**config.mk**
```make
export PLATFORM = sky130hd
export DESIGN_NAME = hazard_forward_ctrl
export DESIGN_NICKNAME = d
export VERILOG_FILES = /design/src/rtl/hazard_forward_ctrl.sv
export SDC_FILE = /design/constraint.sdc
export NUM_CORES = 1
export LEC_CHECK = 0
export CAP_MARGIN = 0
export CORE_MARGIN = 2
export CORE_UTILIZATION = 48
export DETAILED_ROUTE_END_ITERATION = 8
export PLACE_DENSITY = 0.79
export SYNTH_ARGS = -nofsm -noshare
export SYNTH_HDL_FRONTEND = slang
export SYNTH_SLANG_ARGS = --single-unit
```
**constraint.sdc**
```tcl
create_clock -name clk -period 2.4 [get_ports clk]
set_clock_uncertainty 0.05 [all_clocks]
set_input_delay 0.36 -clock clk [delete_from_list [all_inputs] [get_ports clk]]
set_output_delay 0.36 -clock clk [all_outputs]
set_load 0.02 [all_outputs]
```
**src/rtl/hazard_forward_ctrl.sv**
```systemverilog
// Hazard and forwarding controller for the 5-stage pipeline: tracks rd/regwrite/memread
// of in-flight instructions and produces forward selects, load-use stall and flush controls.
module hazard_forward_ctrl #(
    parameter int REG_BITS = 5,
    parameter int CNT_W    = 16
) (
    input  logic                clk,
    input  logic                rst,
    input  logic                Hold,
    input  logic [REG_BITS-1:0] ID_Rs1,
    input  logic [REG_BITS-1:0] ID_Rs2,
    input  logic                ID_UseRs1,
    input  logic                ID_UseRs2,
    input  logic [REG_BITS-1:0] ID_Rd,
    input  logic                ID_RegWrite,
    input  logic                ID_MemRead,
    input  logic                EX_BranchTaken,
    output logic [1:0]          ForwardA,
    output logic [1:0]          ForwardB,
    output logic                Stall,
    output logic                Flush_IF_ID,
    output logic                Flush_ID_EX,
    output logic [CNT_W-1:0]    StallCount
);

    // The W stage never produces a select (the register file bypasses WB->ID itself),
    // and M's memread is never consulted, so only the fields that feed a decision are kept.
    logic [REG_BITS-1:0] eRd_q, mRd_q;
    logic                eRegWrite_q, eMemRead_q, mRegWrite_q;
    logic [1:0]          forwardA_q, forwardB_q, forwardA_d, forwardB_d;
    logic [CNT_W-1:0]    stallCount_q, stallCount_d;
    logic                loadUse;

    function automatic logic [1:0] selectFor(
        input logic [REG_BITS-1:0] rs,
        input logic                flush,
        input logic                eRw,
        input logic [REG_BITS-1:0] eRd,
        input logic                mRw,
        input logic [REG_BITS-1:0] mRd
    );
        if (flush)                       return 2'b00;
        else if (rs == '0)               return 2'b11;
        else if (eRw && (eRd == rs))     return 2'b01;
        else if (mRw && (mRd == rs))     return 2'b10;
        else                             return 2'b00;
    endfunction

    always_comb begin
        loadUse = eMemRead_q && (eRd_q != '0) &&
                  ((ID_UseRs1 && (ID_Rs1 == eRd_q)) || (ID_UseRs2 && (ID_Rs2 == eRd_q)));
    end

    // A taken branch squashes the stalled ID instruction, so it overrides the stall.
    assign Stall       = loadUse & ~EX_BranchTaken;
    assign Flush_IF_ID = EX_BranchTaken;
    assign Flush_ID_EX = EX_BranchTaken | Stall;

    always_comb begin
        forwardA_d   = selectFor(ID_Rs1, Flush_ID_EX, eRegWrite_q, eRd_q, mRegWrite_q, mRd_q);
        forwardB_d   = selectFor(ID_Rs2, Flush_ID_EX, eRegWrite_q, eRd_q, mRegWrite_q, mRd_q);
        stallCount_d = stallCount_q;
        if (Stall && (stallCount_q != {CNT_W{1'b1}})) begin
            stallCount_d = stallCount_q + 1'b1;
        end
    end

    always_ff @(posedge clk) begin
        if (rst) begin
            eRd_q        <= '0;
            eRegWrite_q  <= 1'b0;
            eMemRead_q   <= 1'b0;
            mRd_q        <= '0;
            mRegWrite_q  <= 1'b0;
            forwardA_q   <= 2'b00;
            forwardB_q   <= 2'b00;
            stallCount_q <= '0;
        end else if (!Hold) begin
            mRd_q        <= eRd_q;
            mRegWrite_q  <= eRegWrite_q;
            forwardA_q   <= forwardA_d;
            forwardB_q   <= forwardB_d;
            stallCount_q <= stallCount_d;
            if (Flush_ID_EX) begin
                eRd_q       <= '0;
                eRegWrite_q <= 1'b0;
                eMemRead_q  <= 1'b0;
            end else begin
                eRd_q       <= ID_Rd;
                eRegWrite_q <= ID_RegWrite;
                eMemRead_q  <= ID_MemRead;
            end
        end
    end

    assign ForwardA   = forwardA_q;
    assign ForwardB   = forwardB_q;
    assign StallCount = stallCount_q;

endmodule
```
==> results of run 1 <==
## cell type report
cell class                      count  area (um^2)  share of cell area (%)
Clock buffer                        5         37.5                    1.56
Clock inverter                      2         35.0                    1.45
Inverter                            1         3.75                   0.156
Multi-Input combinational cell    146         1030                    42.7
Sequential cell                    33          663                    27.5
Tap cell                           46         57.6                    2.39
Timing Repair Buffer               64          583                    24.2
## stage by stage
stage	cells	cell area (um^2)	TNS (ns)	setup WS (ns)
after global placement	290	2340	-0.315	-0.127
after floorplan	190	1750	0	0.278
after global routing	297	2410	0	0.115
after detailed placement	290	2340	-0.334	-0.136
after CTS	297	2410	0	0.00471
final	297	2410	0	0.203
## power groups by stage
stage          registers (mW)  logic, mW  clock network (mW)
2_1_floorplan           0.574     0.0697                   0
3_3_place_gp            0.577      0.143                   0
3_5_place_dp            0.577      0.145                   0
6_report                0.564      0.145               0.391
5_1_grt                 0.566      0.157               0.428
4_1_cts                 0.564      0.145               0.397
## cell families (layout without fill, tap and decap cells)
kind of cell	count (synthesis)	after routing	share of synthesized area, %
flip-flops	33	33	37.7
AO/OA/AOI/OAI	24	24	13.1
buffers and inverters	11	72	3.50
multiplexers	10	10	5.93
XOR/XNOR	30	30	15.0
AND/OR/NAND/NOR	81	81	24.0
adder cells (fa/ha/maj)	1	1	0.715
## Yosys cell counts, drive strengths merged
cell type,number
dfxtp,33
or2,1
a22o,11
a311oi,1
nand3,13
nand4,3
clkbuf,5
o22ai,1
or4,3
nand2b,1
a31oi,1
xor2,14
and4,2
o211ai,1
buf,5
a21oi,2
mux2,3
inv,1
xnor2,16
nor2b,8
a2111oi,1
mux2i,7
ha,1
nor3,3
o21ai,3
nor4,3
nand2,13
nand4b,1
o2bb2ai,2
o21a,1
and3,6
nor2,23
or3,1
## registers in the layout, summed over array words and instances (netlist names)
name / count
ForwardB: 2
eRegWrite_q: 1
eRd_q: 5
mRd_q: 5
ForwardA: 2
mRegWrite_q: 1
StallCount: 16
eMemRead_q: 1
## routing by layer
metal / vias up / GRT usage, %
li1: 788 / -
met1: 744 / 28.1
met2: 33 / 32.9
met3: 4 / 6.34
met4: 0 / 6.38
met5: - / 0
## worst min path at each step
stage,start,endpoint,cells past startpoint
finish,ForwardB[1]$_SDFFE_PP0N_,ForwardB[1]$_SDFFE_PP0N_,1
global route,ForwardB[1]$_SDFFE_PP0N_,ForwardB[1]$_SDFFE_PP0N_,1
CTS,ForwardB[1]$_SDFFE_PP0N_,ForwardB[1]$_SDFFE_PP0N_,1
detailed placement,ForwardB[1]$_SDFFE_PP0N_,ForwardB[1]$_SDFFE_PP0N_,1
global placement,ForwardB[0]$_SDFFE_PP0N_,ForwardB[0]$_SDFFE_PP0N_,1
floorplan,mRegWrite_q$_SDFFE_PP0N_,mRegWrite_q$_SDFFE_PP0N_,2
## critical path: stages, from the launching register on
cell and delay [ns]:
sky130_fd_sc_hd__dfxtp_2 0.37, sky130_fd_sc_hd__or4_4 0.55, sky130_fd_sc_hd__o21a_4 0.23, sky130_fd_sc_hd__nand2_1 0.10, sky130_fd_sc_hd__nand2b_1 0.06, sky130_fd_sc_hd__clkbuf_2 0.15
## timing repair
action                     CTS  global route
gates cloned                 0             0
setup endpoints to repair    2             2
hold buffers                 0             0
buffers inserted             0             0
gates resized for setup      2             6
==> results.py, run 1 <==
metrics = {
    "detailed_routing": {
        "post_drt_wl_per_cell_um": 13.7,
        "met3_wirelength_um": 175,
        "routedLengthMet1_um": 2010,
        "drt_iter0_markers": 55,
        "drt_drc_violations_left": 0,
        "route.top_layer_used": "met4",
        "ant_nets": 0,
        "detailroute.wirelength.met2_um": 1830,
        "avgViaCountPerCell": 5.28,
        "finalWirelength_um": 4060,
        "route.vias.total": 1569,
        "detailedRoute.firstPassIterationCount": 4,
    },
    "placed_design": {
        "hpwlAfterDp_um": 3070,
        "port-buffer-count": 45,
        "place_congestion": 0.857,
    },
    "clock_network": {
        "ctsRootBufferMaster": "sky130_fd_sc_hd__clkbuf_4",
        "clock_insertion_delay_worst_skew_ns": 0.33,
        "cts-root-to-sink-buffers": 2,
        "number_of_sinks_on_the_clock_net": 33,
        "clkTransAtPathRegs_ns": 0.10,
        "numCtsBuffers": 5,
        "number_of_h_tree_levels": 2,
        "tritoncts_clock_tree": "built",
    },
    "worst_setup_path": {
        "setup.worst_path.class": "reg -> out",
        "crit_path_start_kind": "flop",
        "worst-endpoint-arrival_ns": 1.79,
        "worst_ep_required_time_ns": 1.99,
        "critPathLaunch": "eRd_q[1]$_SDFFE_PP0N_",
        "r2r_cells": 6,
        "endpoint_kind": "output pin",
        "timing.rr.start": "StallCount[0]$_SDFFE_PP0P_",
        "critical_path_peak_fanout": 5,
        "rr_endpoint": "StallCount[15]$_SDFFE_PP0P_",
        "crit_path_end": "Flush_ID_EX",
        "reg2reg_slack_ns": 0.28,
    },
    "timing": {
        "final-setup-viol-count": 0,
        "max_clock_freq_mhz": 455,
        "slew_headroom_pct": 43.4,
        "period_utilization_post_route_pct": 91.5,
        "unrepaired_setup_endpoints_after_global_routing": "false",
        "timing_worst_slew_pin_value_ns": 0.847,
        "fin_worst_hold_slack_ns": 0.436,
        "timing.final.crit_period_ns": 2.20,
        "final_hold_viol_count": 0,
        "maxSlewViolCount": 0,
    },
    "synth": {
        "postSynthNetCount": 214,
        "seq_area_frac_synth_pct": 37.7,
        "synthesis.instances": 190,
        "synth-seq-cells": 33,
        "synth.avg_cell_area_um2": 9.21,
        "synth_top_area_share_pct": 37.7,
        "yosysWarnings": 0,
        "synth_top_cells_by_area": "sky130_fd_sc_hd__dfxtp_1, sky130_fd_sc_hd__xnor2_1, sky130_fd_sc_hd__xor2_1",
        "synth_area_leader_cell": "sky130_fd_sc_hd__dfxtp_1",
        "syn-cell-area_mm2": 0.00175,
        "synth_cell_type_count": 40,
    },
    "power_and_ir_drop": {
        "power.clock.fraction_pct": 35.6,
        "p_seq_share_pct": 51.3,
        "net-switching-power_mw": 0.250,
        "power_switching_share_pct": 22.8,
        "power.density_cell_area_mw_per_mm2": 457,
        "comb_power_share_pct": 13.2,
        "power_mw": 1.10,
        "intPower_mw": 0.850,
        "power.ir.vdd_worst_mv": 0.358,
        "p_leak_nw": 0.936,
    },
    "floorplan": {
        "std_cell_rows": 21,
        "floorplan.core_area_mm2": 0.00342,
        "initial_core_util_pct": 51.2,
        "die-width_um": 64.4,
        "boundaryPins": 46,
        "die_h_um": 64.4,
        "dieArea_mm2": 0.00415,
    },
    "global_routing": {
        "grt_max_degree": 17,
        "grt.overflow.total": 0,
        "gr-usage-all-layers_pct": 21.1,
        "global_route_wire_length_before_repair_um": 6820,
        "first_global_vias": 1494,
        "grt_antenna_before_repair": 0,
    },
    "final_layout": {
        "mostFrequentLayoutCell": "sky130_fd_sc_hd__clkdlybuf4s50_1",
        "finish.utilization_pct": 70.5,
        "antenna_cells_inserted": 0,
        "mostFrequentLayoutCells": "sky130_fd_sc_hd__clkdlybuf4s50_1, sky130_fd_sc_hd__dfxtp_1, sky130_fd_sc_hd__nor2_1",
        "post_route_cells_drive_above_1_share_pct": 15.1,
        "area_growth_syn_to_layout_pct": 37.6,
        "fillers": 295,
        "nets": 275,
    },
    "hold_path": {
        "hold_class": "reg -> reg",
    },
    "outcome": {
        "outcome": "complete, no violations",
    },
    "run": {
        "max-cap-violations": 0,
    },
}
Power figures use the tool's default switching activity.
==> run 2: changes to the inputs <==
--- a/config.mk
+++ b/config.mk
@@ -10,6 +10,7 @@
 export CORE_UTILIZATION = 48
 export DETAILED_ROUTE_END_ITERATION = 8
 export PLACE_DENSITY = 0.79
+export RECOVER_POWER = 50
 export SYNTH_ARGS = -nofsm -noshare
 export SYNTH_HDL_FRONTEND = slang
 export SYNTH_SLANG_ARGS = --single-unit
==> run 2 against run 1 <==
  * Worst hold slack worse by 0.0045 ns
  * Total power decreased by 0.14%
  * Register-to-register slack hardly changed
  * Die area is the same
  * Critical path depth stayed put
==> results.py, run 2 (same netlist as run 1, synthesis figures left out) <==
metrics = {
    "worst_setup_path": {
        "series_of_cell_instances_along_the_critical_path": "or4_4 > o21a_4 > nand2_1 > nand2b_1 > clkbuf_2",
        "crit_path_end": "Flush_ID_EX",
        "setup.worst_path.class": "reg -> out",
        "crit_path_start_kind": "flop",
        "critPathLaunch": "eRd_q[1]$_SDFFE_PP0N_",
        "r2r_cells": 6,
        "timing.rr.start": "StallCount[0]$_SDFFE_PP0P_",
        "endpoint_kind": "output pin",
        "crit_slowest_cell": "sky130_fd_sc_hd__or4_4",
        "worst_path_largest_cell_delay_ns": 0.55,
        "worst_ep_required_time_ns": 1.99,
        "reg2reg_slack_ns": 0.28,
        "critical_path_peak_fanout": 5,
        "worst-endpoint-arrival_ns": 1.78,
        "rr_endpoint": "StallCount[15]$_SDFFE_PP0P_",
    },
    "floorplan": {
        "initial_core_util_pct": 51.2,
        "floorplan.core_area_mm2": 0.00342,
        "die-width_um": 64.4,
        "boundaryPins": 46,
        "dieArea_mm2": 0.00415,
        "std_cell_rows": 21,
        "die_h_um": 64.4,
    },
    "global_routing": {
        "gr-usage-all-layers_pct": 21.1,
        "grt.overflow.total": 0,
        "global_route_wire_length_before_repair_um": 6820,
        "first_global_vias": 1494,
        "grt_antenna_before_repair": 0,
        "grt_max_degree": 17,
    },
    "timing": {
        "period_utilization_post_route_pct": 91.4,
        "timing_worst_slew_pin_value_ns": 0.849,
        "timing.setup.tns_ns": 0,
        "timing.final.crit_period_ns": 2.19,
        "final_hold_viol_count": 0,
        "slew_headroom_pct": 43.3,
        "final-setup-viol-count": 0,
        "fin_ws_ns": 0.206,
        "fin_worst_hold_slack_ns": 0.432,
        "unrepaired_setup_endpoints_after_global_routing": "false",
        "maxSlewViolCount": 0,
        "max_clock_freq_mhz": 456,
    },
    "final_layout": {
        "post_route_cells_drive_above_1_share_pct": 14.3,
        "mostFrequentLayoutCells": "sky130_fd_sc_hd__dfxtp_1, sky130_fd_sc_hd__nor2_1, sky130_fd_sc_hd__clkdlybuf4s50_1",
        "mostFrequentLayoutCell": "sky130_fd_sc_hd__dfxtp_1",
        "regArea_um2": 663,
        "finish.utilization_pct": 70.3,
        "area_growth_syn_to_layout_pct": 37.2,
        "antenna_cells_inserted": 0,
        "multi_input_comb_area_mm2": 0.00103,
        "largest_register_ff_count": 16,
        "fillers": 295,
        "nets": 275,
    },
    "clock_network": {
        "number_of_sinks_on_the_clock_net": 33,
        "postCtsResizedCells": 2,
        "numCtsBuffers": 5,
        "ctsRootBufferMaster": "sky130_fd_sc_hd__clkbuf_4",
        "tritoncts_clock_tree": "built",
        "cts-root-to-sink-buffers": 2,
        "number_of_h_tree_levels": 2,
        "cts-hold-fix-buffers": 0,
        "clkTransAtPathRegs_ns": 0.10,
        "cts_setup_buffers": 0,
        "clock_insertion_delay_worst_skew_ns": 0.33,
    },
    "run": {
        "max-cap-violations": 0,
    },
    "detailed_routing": {
        "ant_nets": 0,
        "finalWirelength_um": 4050,
        "drt_iter0_markers": 60,
        "route.vias.total": 1566,
        "avgViaCountPerCell": 5.27,
        "post_drt_wl_per_cell_um": 13.6,
        "detailedRoute.firstPassIterationCount": 5,
        "drt_drc_violations_left": 0,
    },
    "power_and_ir_drop": {
        "power.ir.vdd_worst_mv": 0.358,
        "power_mw": 1.10,
        "p_leak_nw": 1.00,
        "power.density_cell_area_mw_per_mm2": 458,
    },
    "placed_design": {
        "place_worst_setup_slack_ns": -0.136,
        "port-buffer-count": 45,
        "place_congestion": 0.857,
        "hpwlAfterDp_um": 3070,
    },
    "hold_path": {
        "hold_class": "reg -> reg",
    },
    "outcome": {
        "outcome": "complete, no violations",
    },
}
-- run 2: changes by cell type in the layout (fill, tap and decap cells not counted), sizes merged --
cell,change
dlygate4sd3,+21
clkbuf,+2
clkdlybuf4s50,-21
buf,-2
-- run 2: layout make-up --
cell class	count	share of cell area, %
multi-input cells	146	42.8
flip-flops and latches	33	27.6
repair buffers	64	24.0
well taps	46	2.40
clock buffers	5	1.56
clock inverters	2	1.46
inverters	1	0.156
-- run 2: where the power goes --
group / internal, mW / total [mW] / leakage [nW] / switching [mW]
Sequential: 0.555 / 0.564 / 0.268 / 0.00985
Combinational: 0.0824 / 0.144 / 0.691 / 0.0612
Clock: 0.212 / 0.391 / 0.0410 / 0.179
-- run 2: worst max-delay path: cells and delay by family (launching register included) --
family / cells / cell delay (ns)
buffers and inverters: 1 / 0.15
DFF: 1 / 0.37
AOI/OAI and AO/OA: 1 / 0.23
and+or+nand+nor: 3 / 0.71
-- run 2: stage by stage --
step	instances	instance area [um^2]
2_1_floorplan	190	1750
3_3_place_gp	290	2340
3_5_place_dp	290	2340
4_1_cts	297	2410
5_1_grt	297	2400
6_report	297	2400
-- run 2: worst min path at each step --
stage               cells after the start                      from                        to  slack, ns
finish                                  1  ForwardB[1]$_SDFFE_PP0N_  ForwardB[1]$_SDFFE_PP0N_       0.43
global route                            1  ForwardB[1]$_SDFFE_PP0N_  ForwardB[1]$_SDFFE_PP0N_       0.46
CTS                                     1  ForwardB[1]$_SDFFE_PP0N_  ForwardB[1]$_SDFFE_PP0N_       0.44
detailed placement                      1  ForwardB[1]$_SDFFE_PP0N_  ForwardB[1]$_SDFFE_PP0N_       0.42
global placement                        1  ForwardB[0]$_SDFFE_PP0N_  ForwardB[0]$_SDFFE_PP0N_       0.41
floorplan                               2  mRegWrite_q$_SDFFE_PP0N_  mRegWrite_q$_SDFFE_PP0N_       0.42
-- run 2: layer usage --
metal	wire length [um]	part of all wire (%)	GRT usage (%)
met3	197	4.9	6.34
met1	1980	49	28.1
met4	36	0.89	6.38
met2	1840	45	32.9
met5	0	0	0
